**src/rtl/seg7_pkg.sv**
```systemverilog
// Shared constants for the seven-segment display path.
// The mode encodings match what the upstream logic stage drives.
package seg7_pkg;
  localparam logic [2:0] MODE_CNT  = 3'b100;
  localparam logic [2:0] MODE_WR   = 3'b010;
  localparam logic [2:0] MODE_RD   = 3'b001;
  localparam logic [6:0] SEG_BLANK = 7'h7F;
endpackage

```
**src/rtl/hex7seg_decode.sv**
```systemverilog
// Combinational hex nibble to active-low segment decoder.
// Output bit order is {g,f,e,d,c,b,a}.
module hex7seg_decode (
  input  logic [3:0] nib_i,
  output logic [6:0] seg_o
);
  always_comb begin
    seg_o = 7'b1111111;
    case (nib_i)
      4'h0: seg_o = 7'b1000000;
      4'h1: seg_o = 7'b1111001;
      4'h2: seg_o = 7'b0100100;
      4'h3: seg_o = 7'b0110000;
      4'h4: seg_o = 7'b0011001;
      4'h5: seg_o = 7'b0010010;
      4'h6: seg_o = 7'b0000010;
      4'h7: seg_o = 7'b1111000;
      4'h8: seg_o = 7'b0000000;
      4'h9: seg_o = 7'b0010000;
      4'hA: seg_o = 7'b0001000;
      4'hB: seg_o = 7'b0000011;
      4'hC: seg_o = 7'b1000110;
      4'hD: seg_o = 7'b0100001;
      4'hE: seg_o = 7'b0000110;
      4'hF: seg_o = 7'b0001110;
      default: seg_o = 7'b1111111;
    endcase
  end
endmodule

```
**src/rtl/seg7_scan.sv**
```systemverilog
// Eight-digit multiplexed seven-segment scanner with per-frame input snapshot.
// Outputs are registered: they reflect the slot counter and digit index one cycle late.
module seg7_scan
  import seg7_pkg::*;
#(
  parameter int DIV      = 100_000,  // must be >= GUARD+1
  parameter int GUARD    = 2,
  parameter int BLANK_LZ = 1
) (
  input  logic        clk_i,
  input  logic        rst_i,
  input  logic [31:0] data_i,
  input  logic [2:0]  state_i,
  output logic [7:0]  an_o,
  output logic [6:0]  seg_o,
  output logic        dp_o
);
  localparam int CW = (DIV > 1) ? $clog2(DIV) : 1;

  logic [CW-1:0] cnt_q, cnt_d;
  logic [2:0]    idx_q, idx_d;
  logic [31:0]   dsnap_q, dsnap_d;
  logic [2:0]    ssnap_q, ssnap_d;
  logic [7:0]    an_q, an_d;
  logic [6:0]    seg_q, seg_d;
  logic          dp_q, dp_d;

  logic          slot_end;
  logic [3:0]    nibble;
  logic [6:0]    seg_hex;
  logic [7:0]    lz;

  assign slot_end = (cnt_q == CW'(DIV - 1));
  assign nibble   = dsnap_q[{idx_q, 2'b00} +: 4];

  // lz[k]: nibbles k..7 of the snapshot are all zero; digit 0 is never blanked.
  genvar gi;
  generate
    for (gi = 0; gi < 8; gi++) begin : g_lz
      if (gi == 0) begin : g_first
        assign lz[gi] = 1'b0;
      end else begin : g_rest
        assign lz[gi] = ~|dsnap_q[31:4*gi];
      end
    end
  endgenerate

  hex7seg_decode u_dec (
    .nib_i (nibble),
    .seg_o (seg_hex)
  );

  always_comb begin
    cnt_d   = slot_end ? '0 : cnt_q + CW'(1);
    idx_d   = slot_end ? idx_q + 3'd1 : idx_q;
    dsnap_d = dsnap_q;
    ssnap_d = ssnap_q;
    an_d    = 8'hFF;
    seg_d   = SEG_BLANK;
    dp_d    = 1'b1;

    if (slot_end && (idx_q == 3'd7)) begin
      dsnap_d = data_i;
      ssnap_d = state_i;
    end

    if (cnt_q >= CW'(GUARD)) begin
      case (ssnap_q)
        MODE_CNT: begin
          if (!((BLANK_LZ != 0) && lz[idx_q])) begin
            an_d  = ~(8'd1 << idx_q);
            seg_d = seg_hex;
          end
        end
        MODE_WR, MODE_RD: begin
          an_d  = ~(8'd1 << idx_q);
          seg_d = seg_hex;
          if ((idx_q == 3'd4) || ((ssnap_q == MODE_RD) && (idx_q == 3'd0))) begin
            dp_d = 1'b0;
          end
        end
        default: ;
      endcase
    end
  end

  always_ff @(posedge clk_i or posedge rst_i) begin
    if (rst_i) begin
      cnt_q   <= '0;
      idx_q   <= '0;
      dsnap_q <= '0;
      ssnap_q <= '0;
      an_q    <= 8'hFF;
      seg_q   <= SEG_BLANK;
      dp_q    <= 1'b1;
    end else begin
      cnt_q   <= cnt_d;
      idx_q   <= idx_d;
      dsnap_q <= dsnap_d;
      ssnap_q <= ssnap_d;
      an_q    <= an_d;
      seg_q   <= seg_d;
      dp_q    <= dp_d;
    end
  end

  assign an_o  = an_q;
  assign seg_o = seg_q;
  assign dp_o  = dp_q;
endmodule

```
**config.mk**
```make
export PLATFORM = sky130hd
export DESIGN_NAME = seg7_scan
export DESIGN_NICKNAME = d
export VERILOG_FILES = /design/src/rtl/seg7_pkg.sv /design/src/rtl/hex7seg_decode.sv /design/src/rtl/seg7_scan.sv
export SDC_FILE = /design/constraint.sdc
export NUM_CORES = 1
export LEC_CHECK = 0
export ABC_AREA = 1
export BUFFER_PORTS_ARGS = -buffer_cell sky130_fd_sc_hd__clkbuf_2
export CAP_MARGIN = 10
export CORE_MARGIN = 8
export CORE_UTILIZATION = 25
export DETAILED_ROUTE_END_ITERATION = 10
export SYNTH_ARGS = -nofsm -noshare
export SYNTH_HDL_FRONTEND = slang
export SYNTH_SLANG_ARGS = --single-unit
```
**constraint.sdc**
```tcl
create_clock -name clk_i -period 3.45 [get_ports clk_i]
set_input_delay 0.1725 -clock clk_i [delete_from_list [all_inputs] [get_ports clk_i]]
set_output_delay 0.1725 -clock clk_i [all_outputs]
set_load 0.005 [all_outputs]
```
==> results.ini <==
[layout]
regArea_sq_um = 1800
multi_input_area_sq_um = 1800
stdcell_count = 788
num_antenna_cells = 0
syn_to_final_growth_pct = 18.4
fin_util = 0.303
drive_above_1_share = 0.168
nets = 623
nFillCells = 1668

[clock_network]
cts_sinks = 71
cts_tree = done
cts_resized = 0
worstSkewPairLatency_ps = 330
ctsHtreeMaxLevel = 3
clock_path_buffers = 2
ctsRootBufferMaster = clkbuf_16
numCtsBuffers = 9
hold_buffers = 0
clkSlewWorstSetupHoldPaths_ps = 60
post_cts_buffers = 0

[global_route]
grt_max_degree = 49
grt-ovfl-total = 0
first_global_vias = 3216
grt_pass1_wl_mm = 16.0
grtUsageTotal = 0.101
antenna_found_initial = 0

[sta]
period_share = 0.702
slew_viol_final = 0
maxSlewHeadroom = 0.343
holdWs_ps = 67.2
timing.final.hold_violations = 0
finalSetupViolCount = 0
max_slew.worst_pin.slew_ps = 984
finalSetupTns_ps = 0
timing.final.ws_setup_ps = 1030
fin_skew_ps = 11.3
fmax_mhz = 413
grt_setup_unrepaired = false
period_minus_slack_ps = 2420

[worst_setup_path]
r2r-start = idx_q[0]
worstSetupEndpointType = register
rrSetupSlack_ps = 1030
startpoint_type = register
crit_required_ps = 3720
arrival_ps = 2690
crit_path_max_fanout = 24
r2r_end = seg_o[3]
reg2reg_depth = 13
critical_path_class = register to register
startpoint = idx_q[0]

[route]
vias = 3318
routed_via_density = 4.21
wire_per_inst_microns = 12.2
drcViolationCount = 0
drt_iter0_markers = 194
ant_nets = 0
drt_wl_total_mm = 9.62
drtPass1Iterations = 5

[power]
p_leak_nw = 2.36
pwr_density_cell_nw_per_um2 = 372
peakVddDrop_uv = 203

[logic_synthesis]
yosys.area.top_type_share = 0.352
synth_edf_count = 0
synth.largest_area_cell = dfrtp_1
synth-seq-cells = 71
synth_nets = 572
yosysMostFrequentCell = nand2_1
synth_warnings = 0
yosys-top-cells-count = nand2_1 (180), nand3_1 (74), nor2_1 (61)
syn_area_sq_um = 3910
syn_inst = 521
yosysSeqAreaShare = 0.459
synthTopCellsByArea = dfrtp_1 (35%), nand2_1 (17%), dfstp_2 (11%), nand3_1 (9.5%), nor2_1 (5.9%)
syn_avg_cell_area_sq_um = 7.51
synth-async-reset-ratio = 1.00
synth_flop_cell = dfrtp_1
synth.distinct_cells = 29

[placement]
place_hpwl_mm = 7.08
dp_cells = 772
io_buffers = 52
place.gp.congestion = 0.872
dp_slack_ps = 1070

[die]
rows = 45
die_y_microns = 141
die_w_microns = 141
core_area_sq_um = 15300
ios = 53
die_area_sq_um = 19900
start_util = 0.256

[worst_hold_path]
hold_path.class = input port to async pin

[run]
max_cap_violations = 0

[run_status]
status = completed

==> worst max-delay path, cell delays in order (launching register included) <==
cell	delay (ps)
dfrtp_1	800
inv_2	290
nand2_1	130
nand3_1	70
nand2_1	80
nand2_1	50
nand2_1	140
inv_1	120
ha_1	330
inv_1	60
nand3_1	70
nand3_1	90
nand2_1	50
nand2_1	50
==> layout make-up <==
class	count	area share
timing repair buffer	56	0.0627
clock inverter	1	0.00108
multi-input combinational	379	0.388
tap	211	0.0570
inverter	55	0.0451
sequential	71	0.388
clock buffer	15	0.0578
==> kinds of logic after synthesis <==
logic type / count (synthesis) / synth area share
xor+xnor: 12 / 0.0269
compound gates: 16 / 0.0230
fa+ha+maj: 14 / 0.0448
simple gates: 337 / 0.365
flops: 71 / 0.459
buf+inv: 71 / 0.0809
==> power breakdown <==
group          leakage [nW]  switching, mW  internal, mW
Combinational          1.49         0.0224        0.0159
Clock                 0.134          0.325         0.525
Sequential            0.739              0         0.834
Total                  2.36          0.348          1.38
==> worst max path at each step <==
stage                     to  slack (ps)
global route        seg_o[1]         740
detailed placement  seg_o[3]        1070
floorplan           cnt_q[0]        1510
global placement    seg_o[3]        1120
CTS                 seg_o[3]        1050
finish              seg_o[3]        1030
==> registers in the layout, summed over array words and instances, names as in the netlist <==
register  flops
an_o          8
dp_o          1
idx_q         3
seg_o         7
ssnap_q       3
dsnap_q      32
cnt_q        17
==> metal layers <==
| metal | global-route usage | routed length [microns] | part of all wire |
|---|---|---|---|
| met1 | 0.138 | 4900 | 0.51 |
| met2 | 0.147 | 4120 | 0.43 |
| met3 | 0.0307 | 453 | 0.047 |
| met4 | 0.0345 | 150 | 0.016 |
| met5 | 0 | 0 | 0 |
==> stage by stage <==
stage               total power [mW]  instance area, sq um
floorplan                      0.860                  3910
global placement               0.889                  4360
detailed placement             0.889                  4360
CTS                             1.76                  4630
global route                    1.80                  4630
finish                          1.72                  4630
==> cell usage in the layout, fill, tap and decap left out, drive strengths merged <==
cell	Yosys	final
a21boi	1	1
a21oi	3	3
buf	13	4
clkbuf	3	67
clkinv	2	3
dfrtp	55	55
dfstp	16	16
ha	14	14
inv	53	53
nand2	184	184
nand3	76	76
nand3b	2	2
nand4	8	8
nor2	61	61
nor3	4	4
nor4	2	2
o211ai	1	1
o21ai	10	10
o311a	1	1
xnor2	1	1
xor2	11	11
Note: power is estimated with default switching activity, not from simulation.
